## src/rtl/rom_loader.sv

```systemverilog
// rom_loader: byte-stream boot loader writing framed, checksummed 16-bit words into instruction ROM
module rom_loader #(
  parameter int ADDR_W = 15
) (
  input  logic              clk,
  input  logic              reset,
  input  logic [7:0]        in_data,
  input  logic              in_valid,
  output logic              in_ready,
  output logic              rom_we,
  output logic [ADDR_W-1:0] rom_addr,
  output logic [15:0]       rom_wdata,
  output logic              cpu_reset,
  output logic              busy,
  output logic              done,
  output logic              error,
  output logic [ADDR_W:0]   words_loaded
);
  localparam int NW = ADDR_W + 1;
  localparam int unsigned MAXN = 1 << ADDR_W;
  typedef enum logic [2:0] {HDR_HI, HDR_LO, DATA_HI, DATA_LO, SUM_HI, SUM_LO, RUN, ERR} state_t;
  state_t state;
  logic [7:0] hi;
  logic [ADDR_W:0] n, idx;
  logic [15:0] sum;
  logic xfer;
  logic [15:0] word;
  assign busy = state != RUN && state != ERR;
  assign in_ready = busy;
  assign cpu_reset = state != RUN;
  assign done = state == RUN;
  assign error = state == ERR;
  assign xfer = in_valid && in_ready;
  assign word = {hi, in_data};
  always_ff @(posedge clk) begin
    if (reset) begin
      state <= HDR_HI;
      hi <= '0;
      n <= '0;
      idx <= '0;
      sum <= '0;
      rom_we <= 1'b0;
      rom_addr <= '0;
      rom_wdata <= '0;
      words_loaded <= '0;
    end else begin
      rom_we <= 1'b0;
      if (xfer) begin
        hi <= in_data;
        case (state)
          HDR_HI: state <= HDR_LO;
          HDR_LO: begin
            n <= NW'(word);
            idx <= '0;
            sum <= word;
            state <= word == 16'd0 ? SUM_HI : (32'(word) > MAXN ? ERR : DATA_HI);
          end
          DATA_HI: state <= DATA_LO;
          DATA_LO: begin
            rom_we <= 1'b1;
            rom_addr <= idx[ADDR_W-1:0];
            rom_wdata <= word;
            words_loaded <= words_loaded + 1'b1;
            sum <= sum + word;
            idx <= idx + 1'b1;
            state <= idx + 1'b1 == n ? SUM_HI : DATA_HI;
          end
          SUM_HI: state <= SUM_LO;
          SUM_LO: state <= word == sum ? RUN : ERR;
          default: state <= state;
        endcase
      end
    end
  end
endmodule
```

## config.mk

```make
export PLATFORM = sky130hd
export DESIGN_NAME = rom_loader
export DESIGN_NICKNAME = d
export VERILOG_FILES = /design/src/rtl/rom_loader.sv
export SDC_FILE = /design/constraint.sdc
export NUM_CORES = 1
export LEC_CHECK = 0
export CAP_MARGIN = 5
export CORE_MARGIN = 2
export CORE_UTILIZATION = 45
export CTS_BUF_LIST = sky130_fd_sc_hd__clkbuf_4 sky130_fd_sc_hd__clkbuf_8 sky130_fd_sc_hd__clkbuf_16
export CTS_CLUSTER_DIAMETER = 40
export DETAILED_ROUTE_END_ITERATION = 16
export GPL_ROUTABILITY_DRIVEN = 0
export GPL_TIMING_DRIVEN = 1
export HOLD_SLACK_MARGIN = 0.1
export PLACE_DENSITY = 0.66
export SLEW_MARGIN = 20
export SYNTH_ARGS = -nofsm -noshare
export SYNTH_HDL_FRONTEND = slang
export SYNTH_SLANG_ARGS = --single-unit
```

## constraint.sdc

```tcl
create_clock -name clk -period 5.1 [get_ports clk]
set_input_delay 1.02 -clock clk [delete_from_list [all_inputs] [get_ports clk]]
set_output_delay 1.02 -clock clk [all_outputs]
set_load 0.02 [all_outputs]
```

==> metrics.log, run 1 <==
INFO  metric vias = 5,076
INFO  metric synth_xor_xnor_area_share = 0.07339
INFO  metric synth.area.mux_share = 0.005577
INFO  metric path_cells = clkdlybuf4s50_1, ha_1, inv_1, fa_1, nor2b_1, o31a_1, o21ai_1, o21ai_0, a221oi_1, xor2_1, a211oi_1
INFO  metric run_status = finished, final reports clean
INFO  metric path_clk_slew = 70 ps
INFO  metric min_path_cells = 2
INFO  metric fmax = 0.2986 GHz
INFO  metric cap_viol_max_count = 0
INFO  metric min-delay-start = rom_addr[8]
INFO  metric setup.reg_to_reg.worst_slack = 2280 ps
INFO  metric clkPwrFrac = 0.382
INFO  metric period_minus_slack = 3349 ps
INFO  metric critical_path_arrival = 3620 ps
INFO  metric tightestPinTransition = 849.8 ps
INFO  metric synth-compound-area-share = 0.1885
INFO  metric regToRegEndpoint = idx[7]
INFO  metric psw = 0.4579 mW
INFO  metric cts-buffers-inserted = 9
INFO  metric worst_setup_path_end_kind = flip-flop
INFO  metric static-leakage-power = 2.310 nW
INFO  metric antenna_found_initial = 0
INFO  metric die_area = 13,370 µm²
INFO  metric drtPass1Iterations = 4
INFO  metric layout_worst_path_cycle_share = 0.6567
INFO  metric max-clock-path-buffers = 2
INFO  metric hold_fix_buffers_cts = 0
INFO  metric port-buffer-count = 63
INFO  metric r2r-start = state[2]
INFO  metric synth_async_sr_flop_share = 0
INFO  metric first_global_vias = 4,902
INFO  metric final-max-slew-violation-count = 0
INFO  metric clk_latency = 350 ps
INFO  metric combPwrFrac = 0.108
INFO  metric ios = 64
INFO  metric largest_family_of_logic_cells_by_synthesized_area = simple AND/OR/NAND/NOR gates
INFO  metric synth_fp_nets = 752
INFO  metric cts_root_buffer = clkbuf_16
INFO  metric internal_power = 1.258 mW
INFO  metric swShare = 0.2668
INFO  metric worst-r2r-cell-count = 8
INFO  metric cts_tree = yes
INFO  metric grt_pass1_wl = 23,530 µm
INFO  metric required_worst_endpoint = 5370 ps
INFO  metric die_height = 115.6 µm
INFO  metric gr-usage-all-layers = 0.2203
INFO  metric setup-violations-final = 0
INFO  metric syn-instance-count = 720
INFO  metric slew_limit_headroom = 0.4321
INFO  metric synth-seq-cells = 107
INFO  metric seqPwrFrac = 0.511
INFO  metric final_nets = 786
INFO  metric critical_setup_path_class = input port to flip-flop
INFO  metric crit_path_top_delay_cell = clkdlybuf4s50_1
INFO  metric drive_above_1_share = 0.05270
INFO  metric critical_path.top_delay_family = compound AO/OA/AOI/OAI gates
INFO  metric timing.critical_path.buf_inv = 2
INFO  metric ys.flop_type = dfxtp_1
INFO  metric ir_worst_vdd = 0.0002078 V
INFO  metric cts.sink_count = 107
INFO  metric critical_path.startpoint_type = input port
INFO  metric synth_warnings = 0
INFO  metric wirelength = 14,220 µm
INFO  metric cts_post_setup_buffers_inserted = 0
INFO  metric dp_hpwl = 9636 µm
INFO  metric first_iter_violations = 414
INFO  metric synthDistinctLibCells = 65
INFO  metric synth_area = 5609 µm²
INFO  metric cp_slowest_stage_delay = 620 ps
INFO  metric overflow = 0
INFO  metric post_drt_wl_per_cell = 15.34 µm
INFO  metric synth_enable_flop_cells = 0
INFO  metric finalSetupTns = 0 ps
INFO  metric antennaDiodeCount = 0
INFO  metric min_path_type = flip-flop to flip-flop
INFO  metric core_region_area = 12,110 µm²
INFO  metric synth_fa_ha_area_frac = 0.04818
INFO  metric post_cts_repair_resize_count = 0
INFO  metric post_synth.cell_area_avg = 7.790 µm²
INFO  metric grt_start_max_net_pins = 110
INFO  metric placed_cell_count = 911
INFO  metric synth_simple_gate_area_share = 0.2516
INFO  metric setup_repair_after_global_routing_missed_its_margin = no
INFO  metric floorplan.die.width = 115.6 µm
INFO  metric crit_path_max_fanout = 6
INFO  metric synth-seq-area-share = 0.3819
INFO  metric pwr_density_cell = 262.2 nW/µm²
INFO  metric areaGrowthSynthToFinish = 16.71%
INFO  metric via_density_per_instance = 5.476
INFO  metric antenna_left = 0
INFO  metric remaining_drc_errors = 0
INFO  metric min_delay_worst_endpoint = rom_addr[8]
INFO  metric post_layout_nonfiller_instances = 927
INFO  metric worst_clock_skew = 6.182 ps
INFO  metric cts.htree.levels = 3
INFO  metric hold_viol_final = 0
INFO  metric core.rowCount = 40
INFO  metric floorplan.initialDensity = 0.4631
-- sequential cells by signal (all words and copies together), names as in the netlist --
name          cells
hi                8
n                16
rom_wdata        16
rom_addr         15
rom_we            1
idx              16
words_loaded     16
state             3
sum              16
-- Yosys cell counts, drive strengths merged (2+ instances only) --
| cell | count | area, µm² |
|---|---|---|
| inv | 11 | 41.29 |
| nor3 | 16 | 80.08 |
| and3 | 3 | 20.02 |
| and4 | 6 | 55.05 |
| nand4 | 14 | 87.58 |
| dfxtp | 107 | 2142 |
| o22ai | 6 | 37.54 |
| ha | 20 | 250.2 |
| xor2 | 26 | 227.7 |
| or3 | 5 | 31.28 |
| nand2b | 3 | 18.77 |
| nand2 | 155 | 591.8 |
| o211ai | 5 | 37.54 |
| o21ai | 25 | 128.9 |
| a21o | 8 | 60.06 |
| or2 | 2 | 12.51 |
| a31oi | 3 | 18.77 |
| nor4 | 10 | 62.56 |
| o31ai | 2 | 15.01 |
| o21a | 3 | 22.52 |
| a22oi | 3 | 22.52 |
| buf | 15 | 110.1 |
| a211oi | 16 | 120.1 |
| o221ai | 2 | 17.52 |
| nor2 | 64 | 242.7 |
| nor2b | 7 | 43.79 |
| xnor2 | 21 | 183.9 |
| a21oi | 86 | 430.4 |
| a2111oi | 2 | 23.77 |
| a311oi | 3 | 26.28 |
| clkbuf | 32 | 133.9 |
| nand3b | 2 | 15.01 |
| a211o | 2 | 17.52 |
| nand3 | 17 | 102.6 |
| nor3b | 2 | 15.01 |
| mux2i | 2 | 20.02 |
-- logic make-up (layout without fill, tap and decap cells) --
| kind of cell | count (synthesis) | in the layout |
|---|---|---|
| simple gates | 310 | 310 |
| compound gates | 174 | 174 |
| flops | 107 | 107 |
| buf+inv | 58 | 97 |
| xor+xnor | 47 | 47 |
| fa+ha+maj | 21 | 21 |
| mux | 3 | 3 |
-- final cells by class --
class	instances	area, µm²
fill	1185	5565
multi-input combinational	555	3192
sequential	107	2142
timing repair buffer	70	684.4
clock buffer	9	225.2
tap	168	210.2
clock inverter	7	51.30
inverter	11	41.29
-- metal layers --
layer / part of all wire / GRT usage
met1: 0.44 / 0.2782
met2: 0.50 / 0.3805
met3: 0.052 / 0.05335
met4: 0.011 / 0.05317
met5: 0 / 0
-- cell usage in the layout (no fill, tap or decap), types with 3 or more instances in the layout --
cell type,count
a211oi_1,16
a21o_1,8
a21oi_1,86
a22oi_1,3
a311oi_1,3
a31oi_1,3
and4_1,5
buf_4,7
clkbuf_16,9
clkdlybuf4s50_1,62
dfxtp_1,107
ha_1,20
inv_1,11
nand2_1,153
nand2b_1,3
nand3_1,14
nand4_1,14
nor2_1,63
nor2b_1,7
nor3_1,16
nor4_1,10
o211ai_1,5
o21a_1,3
o21ai_0,21
o21ai_1,3
o22ai_1,6
or3_1,5
xnor2_1,21
xor2_1,26
-- worst register-to-register path, delay by kind of cell (launching register included) --
family	cells	cell delay, ps
simple gates	5	1620
compound gates	2	220
flops	1	470
buf+inv	1	440
-- power by group through the flow --
stage / Clock, mW / Combinational (mW) / Sequential, mW
2_1_floorplan: 0 / 0.135 / 0.887
3_3_place_gp: 0 / 0.178 / 0.895
3_5_place_dp: 0 / 0.182 / 0.896
4_1_cts: 0.673 / 0.183 / 0.876
5_1_grt: 0.699 / 0.207 / 0.879
6_report: 0.656 / 0.185 / 0.876
-- worst max-delay path by stage --
stage,start,to,slack (ps),cells after the start
3_5_place_dp,in_data[0],sum[12],1420,11
5_1_grt,in_data[0],sum[10],1430,11
2_1_floorplan,in_data[1],sum[15],2330,8
6_report,in_data[0],sum[14],1750,11
4_1_cts,in_data[0],sum[12],1780,11
3_3_place_gp,in_data[1],sum[15],1530,9
-- stage by stage --
stage	utilization	worst slack [ps]	power [mW]	area, µm²	hold slack [ps]
floorplan	-	2330	1.021	5609	447.8
global placement	0.5174	1529	1.073	6266	442.1
detailed placement	0.5174	1418	1.077	6266	447.1
CTS	0.5402	1784	1.732	6543	457.3
global route	0.5405	1432	1.784	6546	473.3
finish	0.5405	1751	1.716	6546	454.0
(Power assumes the default switching activity.)
==> run 2: changes to the inputs <==
--- a/config.mk
+++ b/config.mk
@@ -14,7 +14,7 @@
 export GPL_ROUTABILITY_DRIVEN = 0
 export GPL_TIMING_DRIVEN = 1
 export HOLD_SLACK_MARGIN = 0.1
-export PLACE_DENSITY = 0.66
+export PLACE_DENSITY = 0.69
 export SLEW_MARGIN = 20
 export SYNTH_ARGS = -nofsm -noshare
 export SYNTH_HDL_FRONTEND = slang
==> constraint.sdc (replaced) <==
create_clock -name clk -period 2.9 [get_ports clk]
set_input_delay 0.58 -clock clk [delete_from_list [all_inputs] [get_ports clk]]
set_output_delay 0.58 -clock clk [all_outputs]
set_load 0.02 [all_outputs]
==> run 2 against run 1 <==
Worst hold slack barely moved. Setup slack got worse by 1500 ps. Non-clock buffer count rose by 22. Critical path type unchanged. Clock-buffer cell count did not move. Sequential power rose by 76%. Global-route usage rose by 0.47 points. Clock skew rose by 3.8 ps. Total power rose by 80%. Cell count rose by 2.4%.
==> metrics.log, run 2 (synthesis gave the netlist of run 1 again) <==
INFO  metric run_status = finished, final reports clean
INFO  metric ir_worst_vdd = 0.0004052 V (+95%)
INFO  metric crit_path_max_fanout = 3 (-3)
INFO  metric cp_slowest_stage_delay = 450 ps (-170 ps)
INFO  metric pwr_density_cell = 457.0 nW/µm² (+74%)
INFO  metric max-clock-path-buffers = 2 (unchanged)
INFO  metric gr-usage-met3 = 0.05335 (unchanged)
INFO  metric worst-r2r-cell-count = 8 (unchanged)
INFO  metric swShare = 0.2727 (+0.005914)
INFO  metric drive_above_1_share = 0.07939 (+0.02668)
INFO  metric setup-violations-final = 0 (unchanged)
INFO  metric cts.htree.levels = 3 (unchanged)
INFO  metric tightestPinTransition = 662.3 ps (-187.5 ps)
INFO  metric mostFrequentLayoutCell = nand2_1
INFO  metric combPwrFrac = 0.115 (+0.007)
INFO  metric setup_repair_after_global_routing_missed_its_margin = no
INFO  metric grt_pass1_wl = 23,950 µm (+1.8%)
INFO  metric dp_slack = -53.87 ps (-1472 ps)
INFO  metric critical_path.startpoint_type = input port
INFO  metric internal_power = 2.243 mW (+78%)
INFO  metric antennaDiodeCount = 0 (unchanged)
INFO  metric cap_viol_max_count = 0 (unchanged)
INFO  metric via_density_per_instance = 5.561 (+1.5%)
INFO  metric ios = 64 (unchanged)
INFO  metric clk_latency = 360 ps (about the same)
INFO  metric finalSetupTns = 0 ps (unchanged)
INFO  metric min-delay-start = rom_addr[4]
INFO  metric critical_path.top_delay_family = compound AO/OA/AOI/OAI gates
INFO  metric core_region_area = 12,110 µm² (unchanged)
INFO  metric first_iter_violations = 374 (-9.7%)
INFO  metric final_util = 0.5573 (+0.01684)
INFO  metric post_cts_repair_resize_count = 0 (unchanged)
INFO  metric critical_setup_path_class = input port to flip-flop
INFO  metric first_global_vias = 4,926 (+0.49%)
INFO  metric cts.sink_count = 107 (unchanged)
INFO  metric layout_common_cells = nand2_1, dfxtp_1, a21oi_1
INFO  metric setup.reg_to_reg.worst_slack = 560 ps (-1720 ps)
INFO  metric grt.busiest_layer = met2
INFO  metric regToRegEndpoint = state[1]
INFO  metric seqPwrFrac = 0.499 (-0.012)
INFO  metric min_delay_worst_endpoint = rom_addr[4]
INFO  metric gr-usage-all-layers = 0.2250 (+0.004673)
INFO  metric areaGrowthSynthToFinish = 20.34%
INFO  metric slew_limit_headroom = 0.5585 (+0.1264)
INFO  metric port-buffer-count = 63 (unchanged)
INFO  metric floorplan.initialDensity = 0.4631 (unchanged)
INFO  metric static-leakage-power = 2.441 nW (+5.7%)
INFO  metric path_cells = clkdlybuf4s50_1, ha_1, buf_4, a211oi_1, o21bai_1, o22ai_1, o21ai_2, a21oi_1, mux2_2, a31oi_1
INFO  metric drtPass1Iterations = 5 (+1)
INFO  metric wirelength = 14,500 µm (+2.0%)
INFO  metric min_path_type = flip-flop to flip-flop
INFO  metric dp_hpwl = 10,280 µm (+6.7%)
INFO  metric worst_setup_path_end_kind = flip-flop
INFO  metric grt_start_max_net_pins = 65 (-41%)
INFO  metric grt_util_met1 = 0.2813 (+0.003108)
INFO  metric cts-buffers-inserted = 9 (unchanged)
INFO  metric r2r-start = idx[1]
INFO  metric vias = 5,277 (+4.0%)
INFO  metric antenna_left = 0 (unchanged)
INFO  metric post_drt_wl_per_cell = 15.28 µm (-0.39%)
INFO  metric hold_fix_buffers_cts = 0 (unchanged)
INFO  metric cts_root_buffer = clkbuf_16
INFO  metric cts_tree = yes
INFO  metric die_area = 13,370 µm² (unchanged)
INFO  metric floorplan.die.width = 115.6 µm (unchanged)
INFO  metric layout_worst_path_cycle_share = 0.8965
INFO  metric period_minus_slack = 2600 ps
INFO  metric final-max-slew-violation-count = 0 (unchanged)
INFO  metric crit_path_top_delay_cell = clkdlybuf4s50_1
INFO  metric fmax = 0.3846 GHz
INFO  metric final.setup.worst_slack = 300.2 ps (-1451 ps)
INFO  metric overflow = 0 (unchanged)
INFO  metric core.rowCount = 40 (unchanged)
INFO  metric die_height = 115.6 µm (unchanged)
INFO  metric remaining_drc_errors = 0 (unchanged)
INFO  metric required_worst_endpoint = 3180 ps (-2190 ps)
INFO  metric min_path_cells = 2 (unchanged)
INFO  metric hold_viol_final = 0 (unchanged)
INFO  metric path_clk_slew = 80 ps (about the same)
INFO  metric antenna_found_initial = 0 (unchanged)
INFO  metric cts_post_setup_buffers_inserted = 0 (unchanged)
INFO  metric critical_path_arrival = 2880 ps (-740 ps)
INFO  metric worst_clock_skew = 9.950 ps (+3.768 ps)
INFO  metric final_nets = 808 (+2.8%)
INFO  metric psw = 0.8412 mW (+84%)
INFO  metric timing.critical_path.buf_inv = 2 (unchanged)
INFO  metric clkPwrFrac = 0.387 (+0.005)
INFO  metric use_met2 = 0.3848 (+0.004288)
## run 2: layout make-up
class                   count  area [µm²]
fillers                  1178        5361
multi-input cells         555        3192
flip-flops and latches    107        2142
repair buffers             92       883.3
clock buffers               9       225.2
well taps                 168       210.2
clock inverters             7       56.30
inverters                  11       41.29
## run 2: worst min-delay path, stage by stage, from the launching register on
cell	delay [ps]
dfxtp_1	310
nand2_1	50
a21oi_1	50
## run 2: worst max path at each step
stage / endpoint / slack (ps) / start / cells after the start
floorplan: sum[15] / 570 / in_data[1] / 8
global placement: sum[15] / -8 / in_data[0] / 10
detailed placement: sum[15] / -50 / in_data[0] / 10
CTS: sum[15] / 310 / in_data[0] / 10
global route: sum[12] / 100 / in_data[0] / 11
finish: sum[15] / 300 / in_data[0] / 10
## run 2: routing by layer
layer	vias to the layer above	wire length [µm]
met5	-	0
met4	0	221
met3	20	656
met2	149	7198
met1	2478	6426
li1	2630	-
## run 2: power groups by stage
stage	registers [mW]	clock network [mW]	logic (mW)
finish	1.54	1.19	0.354
global route	1.54	1.27	0.392
CTS	1.54	1.21	0.352
detailed placement	1.57	0	0.350
global placement	1.57	0	0.340
floorplan	1.56	0	0.237
## run 2: stage by stage
stage	cell area, µm²	cells	hold slack, ps	total power, mW
floorplan	5609	720	447.8	1.796
global placement	6469	933	442.9	1.910
detailed placement	6469	933	446.4	1.922
CTS	6750	949	457.1	3.103
global route	6750	949	475.0	3.208
finish	6750	949	454.5	3.085
==> run 3: changes to the inputs <==
--- a/config.mk
+++ b/config.mk
@@ -9,7 +9,6 @@
 export CORE_MARGIN = 2
 export CORE_UTILIZATION = 45
 export CTS_BUF_LIST = sky130_fd_sc_hd__clkbuf_4 sky130_fd_sc_hd__clkbuf_8 sky130_fd_sc_hd__clkbuf_16
-export CTS_CLUSTER_DIAMETER = 40
 export DETAILED_ROUTE_END_ITERATION = 16
 export GPL_ROUTABILITY_DRIVEN = 0
 export GPL_TIMING_DRIVEN = 1
==> results of run 3 <==
Same layout as run 2: the final DEF is identical, and so are final timing and power.
